## config.mk

```make
export PLATFORM = sky130hd
export DESIGN_NAME = mod997_chunk_reducer_flat
export DESIGN_NICKNAME = d
export VERILOG_FILES = /design/src/rtl/mod997_chunk_reducer_if.sv /design/src/rtl/mod997_chunk_reducer.sv /design/src/flat_wrapper.sv
export SDC_FILE = /design/constraint.sdc
export NUM_CORES = 1
export LEC_CHECK = 0
export ABC_AREA = 1
export CAP_MARGIN = 10
export CELL_PAD_IN_SITES_DETAIL_PLACEMENT = 0
export CELL_PAD_IN_SITES_GLOBAL_PLACEMENT = 1
export CORE_ASPECT_RATIO = 1.25
export CORE_UTILIZATION = 33
export DETAILED_ROUTE_END_ITERATION = 10
export PLACE_DENSITY = 0.72
export SLEW_MARGIN = 30
export SYNTH_ARGS = -nofsm -noshare
export SYNTH_HDL_FRONTEND = slang
export SYNTH_SLANG_ARGS = --single-unit
```

## constraint.sdc

```tcl
create_clock -name clk -period 4.1 [get_ports clk]
set_clock_uncertainty 0.1 [all_clocks]
set_input_delay 0.41 -clock clk [delete_from_list [all_inputs] [get_ports clk]]
set_output_delay 0.41 -clock clk [all_outputs]
set_load 0.1 [all_outputs]
```

## src/rtl/mod997_chunk_reducer_if.sv

```systemverilog
`default_nettype none
// ============================================================================
// Module      : mod997_chunk_reducer_if
// Description : Operand/result handshakes and residue-LUT bank bus for the
//               mod-997 chunk reducer.
// Revision    : 1.0 - initial release
// ============================================================================
interface mod997_chunk_reducer_if #(
    parameter int N_CHUNKS = 4,
    parameter int CHUNK_W  = 6,
    parameter int RES_W    = 10
);
    localparam int c_SEL_W = (N_CHUNKS > 1) ? $clog2(N_CHUNKS) : 1;

    logic                          in_valid;
    logic                          in_ready;
    logic [CHUNK_W*N_CHUNKS-1:0]   in_operand;
    logic [c_SEL_W-1:0]            lut_sel;
    logic [CHUNK_W-1:0]            lut_in;
    logic [RES_W-1:0]              lut_out;
    logic                          out_valid;
    logic                          out_ready;
    logic [RES_W-1:0]              out_residue;
    logic                          out_err;

    // master = the reducer, slave = operand source / LUT bank / consumer
    modport master (
        input  in_valid, in_operand, lut_out, out_ready,
        output in_ready, lut_sel, lut_in, out_valid, out_residue, out_err
    );

    modport slave (
        output in_valid, in_operand, lut_out, out_ready,
        input  in_ready, lut_sel, lut_in, out_valid, out_residue, out_err
    );
endinterface
`default_nettype wire

```

## src/rtl/mod997_chunk_reducer.sv

```systemverilog
`default_nettype none
// ============================================================================
// Module      : mod997_chunk_reducer
// Description : Reduces a wide operand modulo MODULUS one chunk per cycle using
//               a shared external residue LUT bank and a modular accumulator.
// Revision    : 1.0 - initial release
// ============================================================================
module mod997_chunk_reducer #(
    parameter int N_CHUNKS = 4,
    parameter int CHUNK_W  = 6,
    parameter int RES_W    = 10,
    parameter int MODULUS  = 997
) (
    input  wire logic               clk,
    input  wire logic               rst,
    mod997_chunk_reducer_if.master  bus,
    output logic                    busy
);
    localparam int                 c_SEL_W = (N_CHUNKS > 1) ? $clog2(N_CHUNKS) : 1;
    localparam int                 c_OP_W  = CHUNK_W * N_CHUNKS;
    localparam logic [RES_W:0]     c_MOD   = (RES_W+1)'(MODULUS);
    localparam logic [c_SEL_W-1:0] c_LAST  = c_SEL_W'(N_CHUNKS - 1);

    localparam logic [1:0] c_IDLE = 2'd0;
    localparam logic [1:0] c_RUN  = 2'd1;
    localparam logic [1:0] c_DONE = 2'd2;

    logic [1:0]          r_state;
    logic [c_OP_W-1:0]   r_operand;
    logic [RES_W-1:0]    r_acc;
    logic [c_SEL_W-1:0]  r_cnt;
    logic                r_err;

    logic [CHUNK_W-1:0]  w_chunk;
    logic [RES_W:0]      w_sum;
    logic [RES_W-1:0]    w_acc_next;
    logic                w_lut_bad;
    logic                w_run;
    logic                w_done;

    assign w_run   = (r_state == c_RUN);
    assign w_done  = (r_state == c_DONE);
    assign w_chunk = r_operand[CHUNK_W*r_cnt +: CHUNK_W];

    // acc < MODULUS and lut_out < MODULUS keep sum below 2*MODULUS, so one
    // conditional subtract is enough.
    assign w_sum      = {1'b0, r_acc} + {1'b0, bus.lut_out};
    assign w_acc_next = RES_W'((w_sum >= c_MOD) ? (w_sum - c_MOD) : w_sum);
    assign w_lut_bad  = ({1'b0, bus.lut_out} >= c_MOD);

    always_ff @(posedge clk) begin
        if (rst) begin
            r_state   <= c_IDLE;
            r_operand <= '0;
            r_acc     <= '0;
            r_cnt     <= '0;
            r_err     <= 1'b0;
        end else begin
            case (r_state)
                c_IDLE: begin
                    if (bus.in_valid) begin
                        r_operand <= bus.in_operand;
                        r_acc     <= '0;
                        r_cnt     <= '0;
                        r_err     <= 1'b0;
                        r_state   <= c_RUN;
                    end
                end
                c_RUN: begin
                    r_acc <= w_acc_next;
                    if (w_lut_bad) begin
                        r_err <= 1'b1;
                    end
                    if (r_cnt == c_LAST) begin
                        r_state <= c_DONE;
                    end else begin
                        r_cnt <= r_cnt + 1'b1;
                    end
                end
                c_DONE: begin
                    if (bus.out_ready) begin
                        r_state <= c_IDLE;
                    end
                end
                default: r_state <= c_IDLE;
            endcase
        end
    end

    assign bus.in_ready    = (r_state == c_IDLE);
    assign bus.lut_sel     = w_run ? r_cnt : '0;
    assign bus.lut_in      = w_run ? w_chunk : '0;
    assign bus.out_valid   = w_done;
    assign bus.out_residue = w_done ? r_acc : '0;
    assign bus.out_err     = w_done & r_err;
    assign busy            = w_run | w_done;
endmodule
`default_nettype wire

```

## src/flat_wrapper.sv

```systemverilog
// flat-port wrapper written by rule: the top's interface ports become plain ports
module mod997_chunk_reducer_flat 
#(
    parameter int N_CHUNKS = 4,
    parameter int CHUNK_W  = 6,
    parameter int RES_W    = 10,
    parameter int MODULUS  = 997
)
  (clk, rst, busy, bus_in_valid, bus_in_operand, bus_lut_out, bus_out_ready, bus_in_ready, bus_lut_sel, bus_lut_in, bus_out_valid, bus_out_residue, bus_out_err);
  mod997_chunk_reducer_if #(.N_CHUNKS(N_CHUNKS), .CHUNK_W(CHUNK_W), .RES_W(RES_W)) bus_i ();
  input  wire logic clk;
  input  wire logic rst;
  output logic busy;
  input wire logic [$bits(bus_i.in_valid)-1:0] bus_in_valid;
  input wire logic [$bits(bus_i.in_operand)-1:0] bus_in_operand;
  input wire logic [$bits(bus_i.lut_out)-1:0] bus_lut_out;
  input wire logic [$bits(bus_i.out_ready)-1:0] bus_out_ready;
  output wire logic [$bits(bus_i.in_ready)-1:0] bus_in_ready;
  output wire logic [$bits(bus_i.lut_sel)-1:0] bus_lut_sel;
  output wire logic [$bits(bus_i.lut_in)-1:0] bus_lut_in;
  output wire logic [$bits(bus_i.out_valid)-1:0] bus_out_valid;
  output wire logic [$bits(bus_i.out_residue)-1:0] bus_out_residue;
  output wire logic [$bits(bus_i.out_err)-1:0] bus_out_err;
  assign bus_i.in_valid = bus_in_valid;
  assign bus_i.in_operand = bus_in_operand;
  assign bus_i.lut_out = bus_lut_out;
  assign bus_i.out_ready = bus_out_ready;
  assign bus_in_ready = bus_i.in_ready;
  assign bus_lut_sel = bus_i.lut_sel;
  assign bus_lut_in = bus_i.lut_in;
  assign bus_out_valid = bus_i.out_valid;
  assign bus_out_residue = bus_i.out_residue;
  assign bus_out_err = bus_i.out_err;
  mod997_chunk_reducer #(.N_CHUNKS(N_CHUNKS), .CHUNK_W(CHUNK_W), .RES_W(RES_W), .MODULUS(MODULUS)) u_core (.clk(clk), .rst(rst), .bus(bus_i), .busy(busy));
endmodule
```

==> impl_metrics.toml <==
[run_status]
status = "finished with violations"
violations = "design-rule violations"

[yosys]
yosys-top-cells-area = "dfxtp_1 28%, nor2_1 11%, nand2_1 11%, o21ai_0 7.5%, ha_1 7.1%"
yosysTopAreaCell = "dfxtp_1"
syn_area_sq_mm = 0.00282
syn_avg_cell_area_sq_um = 6.39
ys_types = 31
synth-seq-cells = 39
synth-edff-count = 0
yosysWarnings = 0
synth_most_common_cell = "nor2_1"
synth_fp_nets = 496
async_reset_ff_share_pct = 0
synth_seq_area_share_pct = 27.7
synth_top_area_share_pct = 27.7
syn_inst = 441
synth_flop_cell = "dfxtp_1"
ys_top_cells_by_count = "85 x nor2_1, 80 x nand2_1, 50 x inv_1"

[cells_and_area]
layout-drive-gt1-share_pct = 11.3
final_nets = 550
fillerInstances = 912
area_growth_pct = 27.1
regArea_sq_um = 781
antennaDiodeCount = 0
multi_input_area_sq_mm = 0.00176

[critical_path]
cp_slowest_stage_delay_ps = 1160
critPathCaptureType = "primary output"
crit_family = "buffers and inverters"
worstRegToRegCells = 16
arrival_ps = 2720
critical_path_class = "register to primary output"
crit_fanout = 10
critPathBufInv = 3
crit_cells = 5
cp.required_ps = 3590
startpoint_type = "register"
cp_slowest_cell = "clkdlybuf4s50_1"
crit_chain = "inv_1 > ha_1 > clkinv_1 > a21oi_1 > clkdlybuf4s50_1"

[clock_network]
post_cts_resize_count = 0
clk_latency_ps = 290
cts_root_buf = "clkbuf_8"
cts.clk_slew.worst_paths_ps = 70
cts_inserted_buffers = 5
clockBufferDepth = 2
cts_tree = "built"
clock_sinks = 39
htree_num_levels = 2
cts_hold_buf = 0
cts_setup_buffers = 0

[routing]
antenna_left = 0
num_vias = 2858
wl_mm = 7.70
drc = 2
vias_per_cell = 4.82
routedWlPerCell_um = 13.0
drtIter0Drc = 100
drt_first_pass_iters = 7

[sta]
timing.hold.ws_ps = 376
fin_setup_tns_ps = 0
maxSlewViolCount = 0
fin_ws_ps = 867
post-route-period-util_pct = 78.8
fmax_ghz = 0.309
finalSetupViolations = 0
relSlewSlack_pct = 33.7
grt_setup_unrepaired = "no"
finalHoldViolations = 0
worst_pin_slew_ps = 991
period_needed_ps = 3230

[power]
powerDensity_mw_per_mm2 = 618
ir_drop_v = 0.000483
p_leak_nw = 1.67

[place]
hpwl_mm = 6.14
port_buffers = 59
gp_congestion = 0.834
place_ws_ps = 944

[global_routing]
grt_start_max_net_pins = 28
antenna_found_initial = 0
grt_pass1_wl_mm = 12.9
grtUsageTotal_pct = 18.2
grt_pass1_vias = 2759
grt_remaining_overflow = 0

[die]
fp.dieW_um = 84.7
fp-row-count = 37
die-area_sq_mm = 0.00892
die_h_um = 105
start_util_pct = 34.2
io_pins = 60
core_sq_mm = 0.00824

[run]
maxCapViolCount = 0

[hold_path]
min_path_type = "register to register"
hold_depth = 2
==> final timing paths <==
kind	startpoint	end	slack [ps]
max	u_core.r_state[1]	bus_lut_in[0]	870
min	u_core.r_operand[20]	u_core.r_operand[20]	380
min reg2reg	u_core.r_operand[20]	u_core.r_operand[20]	380
max reg2reg	u_core.r_acc[0]	u_core.r_acc[8]	1480
==> layer usage <==
layer  vias up  routed length [um]  track usage (%)
li1       1516                   -                -
met1      1257                3230             20.1
met2        64                3900             33.6
met3        21                 273             2.58
met4         0                 303             9.08
met5         -                   0                0
==> metrics by stage <==
stage / util, % / std cells / instance area, sq um / total power [mW]
floorplan: - / 441 / 2820 / 1.63
global placement: 42.2 / 585 / 3480 / 1.95
detailed placement: 42.2 / 585 / 3480 / 1.94
CTS: 43.5 / 593 / 3580 / 2.24
global route: 43.5 / 593 / 3580 / 2.40
finish: 43.5 / 593 / 3580 / 2.22
==> report_power, final <==
group / internal [mW] / switching [mW]
registers: 0.479 / 0.0582
logic: 0.411 / 0.977
clock network: 0.153 / 0.137
total: 1.04 / 1.17
==> state kept, by name, indices dropped and copies added, names as in the netlist <==
name	cells
u_core.r_operand	24
u_core.r_acc	10
u_core.r_cnt	2
u_core.r_state	2
u_core.r_err	1
==> logic make-up after synthesis <==
group           after synthesis  share of synthesized area, %
simple gates                233                          39.1
compound gates               74                          13.8
buf+inv                      72                          9.72
flops                        39                          27.7
fa+ha+maj                    17                          7.81
xor+xnor                      6                          1.86
==> cells in the final DEF (no fill, tap or decap), drive strengths merged, types with 5 or more instances in the layout <==
cell            n
nand2          96
nor2           95
inv            57
clkdlybuf4s50  55
o21ai          44
dfxtp          39
a21oi          27
nand3          24
ha             16
nand4          13
clkbuf          7
buf             6
xor2            5
==> area by class of cell <==
type	count	area share, %
inverter	58	6.08
multi-input combinational	330	49.2
tap	97	3.39
timing repair buffer	61	16.6
clock buffer	7	2.69
sequential	39	21.8
clock inverter	1	0.209
==> worst reg2reg max path, stage by stage (launching register included) <==
cell,delay [ps]
dfxtp_1,370
ha_1,210
inv_1,60
fa_1,430
inv_1,110
nand2_1,80
nand2_1,130
inv_1,70
nand2_1,110
nand3_2,140
nand3_4,120
nor2_4,50
nand3_4,110
nand3_4,150
nand2_1,100
nand4_1,80
a21oi_1,140
No activity file was read; power rests on OpenSTA's default activity.
